## config.mk

```make
export PLATFORM = sky130hd
export DESIGN_NAME = uart_rx_pack_flat
export DESIGN_NICKNAME = d
export VERILOG_FILES = /design/src/rtl/uart_pkg.sv /design/src/rtl/uart_rx_pack_if.sv /design/src/rtl/uart_rx_timeout.sv /design/src/rtl/uart_rx_pack.sv /design/src/flat_wrapper.sv
export SDC_FILE = /design/constraint.sdc
export NUM_CORES = 1
export LEC_CHECK = 0
export CAP_MARGIN = 10
export CORE_MARGIN = 1
export CORE_UTILIZATION = 51
export CTS_CLUSTER_DIAMETER = 100
export DETAILED_ROUTE_END_ITERATION = 8
export PLACE_DENSITY_LB_ADDON = 0.25
export REMOVE_ABC_BUFFERS = 1
export SETUP_SLACK_MARGIN = 0.05
export SKIP_CTS_REPAIR_TIMING = 1
export SLEW_MARGIN = 10
export SYNTH_ARGS = -nofsm -noshare
export SYNTH_HDL_FRONTEND = slang
export SYNTH_SLANG_ARGS = --single-unit
```

## constraint.sdc

```tcl
create_clock -name clk_i -period 2.4 [get_ports clk_i]
set_input_delay 0.6 -clock clk_i [delete_from_list [all_inputs] [get_ports clk_i]]
set_output_delay 0.6 -clock clk_i [all_outputs]
set_load 0.01 [all_outputs]
```

## src/rtl/uart_pkg.sv

```systemverilog
// Shared types and constants for the UART RX byte-to-word packer.
package uart_pkg;

  typedef enum logic [0:0] {
    ST_COLLECT = 1'b0,
    ST_WRITE   = 1'b1
  } rxpack_state_e;

  localparam int UART_BYTES_PER_WORD  = 4;
  localparam int UART_RX_TIMEOUT_BITS = 40;

  // Bytes held by the packer: filled lanes plus the back-pressure hold byte.
  function automatic logic [2:0] held_bytes(input logic [2:0] cnt, input logic hold_vld);
    return cnt + {2'b00, hold_vld};
  endfunction

endpackage

```

## src/rtl/uart_rx_pack_if.sv

```systemverilog
// Byte strobe from the UART RX IP and word write port toward the RX FIFO.
interface uart_rx_pack_if;

  logic        uart_rxvld_i;
  logic [7:0]  uart_rxdata_i;
  logic        rxfifo_full_i;
  logic        rxfifo_wren_o;
  logic [31:0] rxfifo_data_o;

  modport slave (
    input  uart_rxvld_i,
    input  uart_rxdata_i,
    input  rxfifo_full_i,
    output rxfifo_wren_o,
    output rxfifo_data_o
  );

  modport master (
    output uart_rxvld_i,
    output uart_rxdata_i,
    output rxfifo_full_i,
    input  rxfifo_wren_o,
    input  rxfifo_data_o
  );

endinterface

```

## src/rtl/uart_rx_timeout.sv

```systemverilog
// Line-idle timer: counts bit periods of baud_cnt_max_i clocks and pulses
// expire_o once TIMEOUT_BITS idle bit periods have elapsed.
module uart_rx_timeout
  import uart_pkg::*;
#(
  parameter int TIMEOUT_BITS = UART_RX_TIMEOUT_BITS,
  parameter int TOCNT_W      = 8
) (
  input  logic        clk_i,
  input  logic        rstn_i,
  input  logic        enable_i,
  input  logic        restart_i,
  input  logic [31:0] baud_cnt_max_i,
  output logic        expire_o
);

  logic [31:0]        r_inner;
  logic [TOCNT_W-1:0] r_outer;
  logic               w_run;
  logic               w_wrap;
  logic               w_last;

  assign w_run    = enable_i && !restart_i && (baud_cnt_max_i != 32'd0);
  // >= so a shrinking bit period mid-count still wraps at the next compare.
  assign w_wrap   = (r_inner >= (baud_cnt_max_i - 32'd1));
  assign w_last   = (r_outer == TOCNT_W'(TIMEOUT_BITS - 1));
  assign expire_o = w_run && w_wrap && w_last;

  always_ff @(posedge clk_i or negedge rstn_i) begin
    if (!rstn_i) begin
      r_inner <= 32'd0;
      r_outer <= '0;
    end else if (!w_run || expire_o) begin
      r_inner <= 32'd0;
      r_outer <= '0;
    end else if (w_wrap) begin
      r_inner <= 32'd0;
      r_outer <= r_outer + TOCNT_W'(1);
    end else begin
      r_inner <= r_inner + 32'd1;
    end
  end

endmodule

```

## src/rtl/uart_rx_pack.sv

```systemverilog
// Packs UART RX bytes into 32-bit RX FIFO words (byte 0 in [7:0]).
// Define UART_RXPACK_TIMEOUT_EN to flush partial words after line idle.
module uart_rx_pack
  import uart_pkg::*;
#(
  parameter int TIMEOUT_BITS = UART_RX_TIMEOUT_BITS,
  parameter int TOCNT_W      = 8
) (
  input  logic            clk_i,
  input  logic            rstn_i,
  uart_rx_pack_if.slave   bus,
  input  logic [31:0]     baud_cnt_max_i,
  input  logic            rx_ovf_clr_i,
  output logic [2:0]      rx_bytecnt_o,
  output logic            rx_ovf_o
);

  rxpack_state_e   r_state, w_state_nxt;
  logic [2:0]      r_cnt, w_cnt_nxt;
  logic [3:0][7:0] r_lanes, w_lanes_nxt;
  logic [31:0]     r_word, w_word_nxt;
  logic [7:0]      r_hold, w_hold_nxt;
  logic            r_hold_vld, w_hold_vld_nxt;
  logic            r_wren, w_wren_nxt;
  logic            r_ovf, w_ovf_nxt;
  logic [2:0]      r_bytecnt;
  logic            w_drop;
  logic            w_expire;

`ifdef UART_RXPACK_TIMEOUT_EN
  logic w_to_en;
  logic w_to_restart;

  assign w_to_en      = (r_state == ST_COLLECT) && (r_cnt != 3'd0) &&
                        (r_cnt < 3'(UART_BYTES_PER_WORD));
  assign w_to_restart = bus.uart_rxvld_i || (r_cnt == 3'd0);

  uart_rx_timeout #(
    .TIMEOUT_BITS (TIMEOUT_BITS),
    .TOCNT_W      (TOCNT_W)
  ) u_timeout (
    .clk_i          (clk_i),
    .rstn_i         (rstn_i),
    .enable_i       (w_to_en),
    .restart_i      (w_to_restart),
    .baud_cnt_max_i (baud_cnt_max_i),
    .expire_o       (w_expire)
  );
`else
  logic w_unused_baud;

  assign w_unused_baud = ^baud_cnt_max_i;
  assign w_expire      = 1'b0;
`endif

  // Next-state, lane packing, hold byte and overflow decisions.
  always_comb begin
    w_state_nxt    = r_state;
    w_cnt_nxt      = r_cnt;
    w_lanes_nxt    = r_lanes;
    w_word_nxt     = r_word;
    w_hold_nxt     = r_hold;
    w_hold_vld_nxt = r_hold_vld;
    w_wren_nxt     = 1'b0;
    w_drop         = 1'b0;
    case (r_state)
      ST_COLLECT: begin
        if (bus.uart_rxvld_i) begin
          w_lanes_nxt[r_cnt[1:0]] = bus.uart_rxdata_i;
          w_cnt_nxt               = r_cnt + 3'd1;
          if (r_cnt == 3'(UART_BYTES_PER_WORD - 1)) begin
            w_word_nxt  = w_lanes_nxt;
            w_lanes_nxt = '0;
            w_state_nxt = ST_WRITE;
          end else begin
            w_state_nxt = ST_COLLECT;
          end
        end else if (w_expire) begin
          w_word_nxt  = r_lanes;
          w_lanes_nxt = '0;
          w_state_nxt = ST_WRITE;
        end else begin
          w_state_nxt = ST_COLLECT;
        end
      end
      ST_WRITE: begin
        if (!bus.rxfifo_full_i) begin
          w_wren_nxt     = 1'b1;
          w_state_nxt    = ST_COLLECT;
          w_lanes_nxt    = '0;
          w_hold_nxt     = 8'd0;
          w_hold_vld_nxt = 1'b0;
          // The held byte and any concurrent byte seed the next word in order.
          if (r_hold_vld) begin
            w_lanes_nxt[0] = r_hold;
            if (bus.uart_rxvld_i) begin
              w_lanes_nxt[1] = bus.uart_rxdata_i;
              w_cnt_nxt      = 3'd2;
            end else begin
              w_cnt_nxt      = 3'd1;
            end
          end else if (bus.uart_rxvld_i) begin
            w_lanes_nxt[0] = bus.uart_rxdata_i;
            w_cnt_nxt      = 3'd1;
          end else begin
            w_cnt_nxt      = 3'd0;
          end
        end else if (bus.uart_rxvld_i) begin
          if (!r_hold_vld) begin
            w_hold_nxt     = bus.uart_rxdata_i;
            w_hold_vld_nxt = 1'b1;
          end else begin
            w_drop = 1'b1;
          end
        end else begin
          w_state_nxt = ST_WRITE;
        end
      end
      default: begin
        w_state_nxt    = ST_COLLECT;
        w_cnt_nxt      = 3'd0;
        w_lanes_nxt    = '0;
        w_hold_vld_nxt = 1'b0;
      end
    endcase
    w_ovf_nxt = w_drop ? 1'b1 : (rx_ovf_clr_i ? 1'b0 : r_ovf);
  end

  // State and output registers.
  always_ff @(posedge clk_i or negedge rstn_i) begin
    if (!rstn_i) begin
      r_state    <= ST_COLLECT;
      r_cnt      <= 3'd0;
      r_lanes    <= '0;
      r_word     <= 32'd0;
      r_hold     <= 8'd0;
      r_hold_vld <= 1'b0;
      r_wren     <= 1'b0;
      r_ovf      <= 1'b0;
      r_bytecnt  <= 3'd0;
    end else begin
      r_state    <= w_state_nxt;
      r_cnt      <= w_cnt_nxt;
      r_lanes    <= w_lanes_nxt;
      r_word     <= w_word_nxt;
      r_hold     <= w_hold_nxt;
      r_hold_vld <= w_hold_vld_nxt;
      r_wren     <= w_wren_nxt;
      r_ovf      <= w_ovf_nxt;
      r_bytecnt  <= held_bytes(w_cnt_nxt, w_hold_vld_nxt);
    end
  end

  assign bus.rxfifo_wren_o = r_wren;
  assign bus.rxfifo_data_o = r_word;
  assign rx_bytecnt_o      = r_bytecnt;
  assign rx_ovf_o          = r_ovf;

endmodule

```

## src/flat_wrapper.sv

```systemverilog
// flat-port wrapper written by rule: the top's interface ports become plain ports
module uart_rx_pack_flat import uart_pkg::*;
#(
  parameter int TIMEOUT_BITS = UART_RX_TIMEOUT_BITS,
  parameter int TOCNT_W      = 8
)
  (clk_i, rstn_i, baud_cnt_max_i, rx_ovf_clr_i, rx_bytecnt_o, rx_ovf_o, bus_uart_rxvld_i, bus_uart_rxdata_i, bus_rxfifo_full_i, bus_rxfifo_wren_o, bus_rxfifo_data_o);
  uart_rx_pack_if bus_i ();
  input  logic clk_i;
  input  logic rstn_i;
  input  logic [31:0] baud_cnt_max_i;
  input  logic rx_ovf_clr_i;
  output logic [2:0] rx_bytecnt_o;
  output logic rx_ovf_o;
  input wire logic [$bits(bus_i.uart_rxvld_i)-1:0] bus_uart_rxvld_i;
  input wire logic [$bits(bus_i.uart_rxdata_i)-1:0] bus_uart_rxdata_i;
  input wire logic [$bits(bus_i.rxfifo_full_i)-1:0] bus_rxfifo_full_i;
  output wire logic [$bits(bus_i.rxfifo_wren_o)-1:0] bus_rxfifo_wren_o;
  output wire logic [$bits(bus_i.rxfifo_data_o)-1:0] bus_rxfifo_data_o;
  assign bus_i.uart_rxvld_i = bus_uart_rxvld_i;
  assign bus_i.uart_rxdata_i = bus_uart_rxdata_i;
  assign bus_i.rxfifo_full_i = bus_rxfifo_full_i;
  assign bus_rxfifo_wren_o = bus_i.rxfifo_wren_o;
  assign bus_rxfifo_data_o = bus_i.rxfifo_data_o;
  uart_rx_pack #(.TIMEOUT_BITS(TIMEOUT_BITS), .TOCNT_W(TOCNT_W)) u_core (.clk_i(clk_i), .rstn_i(rstn_i), .bus(bus_i), .baud_cnt_max_i(baud_cnt_max_i), .rx_ovf_clr_i(rx_ovf_clr_i), .rx_bytecnt_o(rx_bytecnt_o), .rx_ovf_o(rx_ovf_o));
endmodule
```

==> results of run 1 <==
## area by class of cell
class,instances,area [µm²]
fillers,628,2620
flip-flops and latches,82,2050
multi-input cells,223,1570
repair buffers,68,643
clock buffers,11,131
well taps,99,124
inverters,15,56.3
clock inverters,5,55.1
## registers in the layout, summed over array words and instances, names as in the netlist
register                  cells
u_core.bus.rxfifo_data_o     32
u_core.r_lanes               32
u_core.r_hold                 8
u_core.r_cnt                  3
u_core.rx_bytecnt_o           3
u_core.bus.rxfifo_wren_o      1
u_core.r_hold_vld             1
u_core.r_state                1
u_core.rx_ovf_o               1
## worst reg2reg max path: cells and delay by family (launching register included)
kind | cells | cell delay (ns)
DFF | 1 | 0.45
buffers and inverters | 1 | 0.12
AOI/OAI and AO/OA | 1 | 0.33
and+or+nand+nor | 1 | 0.08
adders and majority gates | 1 | 0.55
muxes | 1 | 0.38
## per-layer routing
metal	up-vias	GRT usage	wire length (µm)
li1	1338	-	-
met1	1331	0.326	3800
met2	67	0.347	3760
met3	11	0.0326	364
met4	0	0.0997	103
met5	-	0	0
## where the power goes
group | internal (mW) | switching (mW) | total, mW | leakage (nW)
Sequential | 1.94 | 0.332 | 2.28 | 1.02
Clock | 0.478 | 0.494 | 0.972 | 0.0893
Combinational | 1.35 | 1.25 | 2.60 | 1.01
Total | 3.77 | 2.08 | 5.84 | 2.12
## synthesized netlist by cell type (all sizes together)
master	number	area, µm²
a21oi	21	135
clkbuf	11	41.3
ha	9	113
inv	15	56.3
o22ai	9	56.3
and3	1	6.26
nand3	1	5.00
mux2i	34	340
dfrtp	82	2050
or2	5	31.3
nand3b	2	15.0
a22o	24	210
buf	22	129
nand2b	1	6.26
nor2	10	45.0
o211ai	1	7.51
and2	1	6.26
o32a	7	70.1
or3b	1	11.3
nor2b	3	26.3
a211o	1	8.76
and3b	1	8.76
and2b	1	10.0
a211oi	1	7.51
nand2	44	165
and4b	8	80.1
xor2	2	17.5
o32ai	1	16.3
o21ai	34	170
## worst paths after layout
kind                                                                 end
worst min register to register   u_core.bus.rxfifo_data_o[2]$_DFFE_PN0P_
worst min-delay path            u_core.bus.rxfifo_data_o[18]$_DFFE_PN0P_
min in group clk_i               u_core.bus.rxfifo_data_o[2]$_DFFE_PN0P_
worst max register to register             u_core.r_lanes[1]$_DFFE_PN0P_
max in group asynchronous       u_core.bus.rxfifo_data_o[28]$_DFFE_PN0P_
worst max-delay path                       u_core.r_lanes[1]$_DFFE_PN0P_
## cell families (layout without fill, tap and decap cells)
kind of cell | Yosys count | after routing
buf+inv | 48 | 99
compound gates | 99 | 99
xor+xnor | 2 | 2
fa+ha+maj | 9 | 9
simple gates | 79 | 79
mux | 34 | 34
flops | 82 | 82
## per-stage QoR
stage / std cells / util / hold WS, ns / setup slack, ns / setup TNS (ns)
5_1_grt: 503 / 0.638 / 0.0886 / 0.227 / 0
6_report: 503 / 0.638 / 0.0905 / 0.375 / 0
3_3_place_gp: 487 / 0.613 / 0.465 / 0.0139 / 0
3_5_place_dp: 487 / 0.613 / 0.470 / -0.00456 / -0.00456
4_1_cts: 503 / 0.638 / 0.0842 / 0.364 / 0
2_1_floorplan: 320 / - / 0.304 / -0.391 / -12.24
==> flow_summary.ini, run 1 <==
[status]
run_status = finished clean

[power_and_ir_drop]
p_leak_nw = 2.12
ir_drop_uv = 627
finalPower_mw = 5.84
powerDensity_nw_per_um2 = 1260

[hold_path]
hold_class = input port to asynchronous set/reset pin

[worst_setup_path]
path_max_fanout = 10
crit_family = adder cells
worstRegToRegCells = 5
r2r-start = u_core.r_cnt[0]$_DFF_PN0_
path_depth = 5
crit_buf_inv = 1
r2r_slack_ns = 0.37
slowest_delay_ns = 0.55
critPathLaunchType = flip-flop
worst_path_max_delay_cell = ha_1
worstSetupEndpointType = flip-flop
critical_path_arrival_ns = 2.26
required_ns = 2.64
cp-startpoint = u_core.r_cnt[0]$_DFF_PN0_
cp_cell_sequence = inv_1, ha_1, mux2i_1, nor2_1, o32a_1
crit_type = flip-flop to flip-flop

[sta]
hold_viol = 0
setup_viol = 0
fmaxAchievable_ghz = 0.494
tightestPinTransition_ns = 0.701
slew_violations = 0
final.setup_skew_ns = 0.0105
finalCritPeriodShare = 0.844
final.min_clock_period_ns = 2.03
slew_headroom = 0.533
rsz0062_at_grt = no

[logic_synthesis]
seq_area_frac_synth = 0.533
synth_mux_area_frac = 0.0885
syn_inst = 353
synthSimpleGateAreaFrac = 0.108
synthesis.area_um2 = 3850
synth-compound-area-share = 0.177
ys_ff_latch = 82
ys_types = 38
synthAdderAreaFrac = 0.0293
yosys_warnings = 0
synth_top_family_by_area = compound AO/OA/AOI/OAI gates
synth_xor_area_frac = 0.00455
postSynthAreaPerCell_um2 = 10.9

[die]
coreArea_um2 = 7250
die_w_um = 88.9
die_y_um = 88.9
placementRows = 31
io_pins = 82
dieArea_um2 = 7900
start_util = 0.530

[detailed_routing]
drc = 0
avgRoutedWirePerCell_um = 16.0
drt_iter0_drc = 164
routed_wl_mm = 8.03
vias_per_cell = 5.46
drt.antenna.violating_nets = 0
dr.pass1.iters = 4
dr_total_vias = 2747

[final_layout]
stdcell_area_um2 = 4630
fin_nets = 453
area_delta_synth_final_pct = 20.4
drive_above_1_share = 0.109
diodes = 0
layout_common_cells = 82 x dfrtp_1, 48 x clkdlybuf4s50_1, 44 x nand2_1, 34 x mux2i_1, 27 x o21ai_1
layout_commonest_cell = dfrtp_1

[grt]
antenna_found_initial = 0
grt_pass1_wl_mm = 13.3
grt_pass1_vias = 2610
grt_max_degree = 70
track_usage = 0.228
grt_overflow_total = 0

[clock_tree]
cts_root_buf = clkbuf_8
tritoncts = built
cts.path.max_buffers = 2
clock_sinks = 82
clk_pin_slew_ns = 0.08
clock_latency_ns = 0.36
numCtsBuffers = 9
htreeDepth = 3

[placed_design]
place.gp.congestion = 0.806
place_area_um2 = 4440
io_buffer_count = 49
dpl.hpwl_mm = 5.50

[run]
drv_cap = 0
Note: power is estimated with default switching activity, not from simulation.
==> run 2: changes to the inputs <==
==> constraint.sdc (replaced) <==
create_clock -name clk_i -period 1.95 [get_ports clk_i]
set_input_delay 0.4875 -clock clk_i [delete_from_list [all_inputs] [get_ports clk_i]]
set_output_delay 0.4875 -clock clk_i [all_outputs]
set_load 0.01 [all_outputs]
==> run 2 against run 1 <==
Clock power is 41% higher. First-iteration DRC count is 3.7% lower. Final area rose by 4.0%. Maximum frequency increased by 11%. Power increased by 29%. Final cell count increased by 2.8%. Sequential cell count stayed put. Critical path type unchanged.
==> flow_summary.ini, run 2 (synthesis results as in run 1) <==
[status]
run_status = finished clean

[die]
start_util = 0.530
die_y_um = 88.9
die_w_um = 88.9
io_pins = 82
placementRows = 31
coreArea_um2 = 7250
dieArea_um2 = 7900

[worst_setup_path]
critPathLaunchType = flip-flop
slowest_delay_ns = 0.45
path_max_fanout = 8
worst_path_max_delay_cell = dfrtp_1
crit_buf_inv = 0
required_ns = 2.24
worstSetupEndpointType = flip-flop
cp_cell_sequence = ha_1, ha_2, or3b_4, a21oi_4, a22o_1
path_depth = 5
crit_family = adder cells
crit_type = flip-flop to flip-flop
critical_path_arrival_ns = 2.11
worstRegToRegCells = 5

[clock_tree]
clock_sinks = 82
numCtsBuffers = 9
clk_pin_slew_ns = 0.09
cts.path.max_buffers = 2
tritoncts = built
cts_root_buf = clkbuf_8
htreeDepth = 3
clock_latency_ns = 0.35

[final_layout]
fin_nets = 467
layout_common_cells = 82 x dfrtp_1, 47 x clkdlybuf4s50_1, 44 x nand2_1, 34 x mux2i_1, 30 x buf_4
finalCoreUtilization = 0.664
stdcell_area_um2 = 4820
drive_above_1_share = 0.153
stdcell_count = 517
diodes = 0
layout_commonest_cell = dfrtp_1
area_delta_synth_final_pct = 25.2

[sta]
slew_headroom = 0.680
hold_viol = 0
setup_slack_ns = 0.129
rsz0062_at_grt = no
tightestPinTransition_ns = 0.480
finalCritPeriodShare = 0.934
fmaxAchievable_ghz = 0.549
slew_violations = 0
final.setup_skew_ns = 0.00959
setup_viol = 0
final.min_clock_period_ns = 1.82

[placed_design]
place_ws_ns = -0.330
post-place-cells = 501
dpl.hpwl_mm = 5.77
place.gp.congestion = 0.775
io_buffer_count = 49
place_area_um2 = 4570

[grt]
grt_pass1_wl_mm = 13.7
grt_pass1_vias = 2767
antenna_found_initial = 0
grt_overflow_total = 0
track_usage = 0.238
grt_max_degree = 36

[power_and_ir_drop]
p_leak_nw = 2.22
ir_drop_uv = 946
powerDensity_nw_per_um2 = 1570
finalPower_mw = 7.56

[detailed_routing]
routed_wl_mm = 8.31
dr.pass1.iters = 4
dr_total_vias = 2816
drc = 0
drt_iter0_drc = 158
vias_per_cell = 5.45
drt.antenna.violating_nets = 0
avgRoutedWirePerCell_um = 16.1

[hold_path]
hold_class = input port to asynchronous set/reset pin

[run]
drv_cap = 0
[run 2: metal layers]
layer / track usage / part of all wire / up-vias
met4: 0.120 / 0.023 / 0
met3: 0.0345 / 0.039 / 14
li1: - / - / 1362
met1: 0.313 / 0.45 / 1355
met2: 0.384 / 0.49 / 85
met5: 0 / 0 / -
[run 2: metrics by stage]
stage / hold WS (ns) / setup TNS [ns]
6_report: 0.0867 / 0
5_1_grt: 0.122 / 0
4_1_cts: 0.0892 / 0
3_5_place_dp: 0.469 / -5.48
3_3_place_gp: 0.466 / -5.50
2_1_floorplan: 0.192 / -27.09
[run 2: area by class of cell]
cell class | instances | area (µm²)
multi-input cells | 223 | 1580
repair buffers | 82 | 779
fillers | 599 | 2440
well taps | 99 | 124
clock buffers | 10 | 138
flip-flops and latches | 82 | 2050
inverters | 15 | 56.3
clock inverters | 6 | 88.8
[run 2: final timing paths]
check	slack (ns)	from	endpoint
max in group asynchronous	1.31	rstn_i	u_core.r_lanes[9]$_DFFE_PN0P_
setup / recovery	0.13	u_core.r_cnt[0]$_DFF_PN0_	u_core.r_lanes[15]$_DFFE_PN0P_
setup reg to reg	0.13	u_core.r_cnt[0]$_DFF_PN0_	u_core.r_lanes[15]$_DFFE_PN0P_
hold / removal	0.09	rstn_i	u_core.bus.rxfifo_data_o[20]$_DFFE_PN0P_
hold reg to reg	0.48	u_core.bus.rxfifo_data_o[17]$_DFFE_PN0P_	u_core.bus.rxfifo_data_o[17]$_DFFE_PN0P_
min in group clk_i	0.48	u_core.bus.rxfifo_data_o[17]$_DFFE_PN0P_	u_core.bus.rxfifo_data_o[17]$_DFFE_PN0P_
[run 2: power breakdown]
part | switching (mW) | total, mW | internal (mW)
clock network | 0.616 | 1.37 | 0.758
logic | 1.61 | 3.41 | 1.80
registers | 0.385 | 2.78 | 2.39
total | 2.61 | 7.56 | 4.95
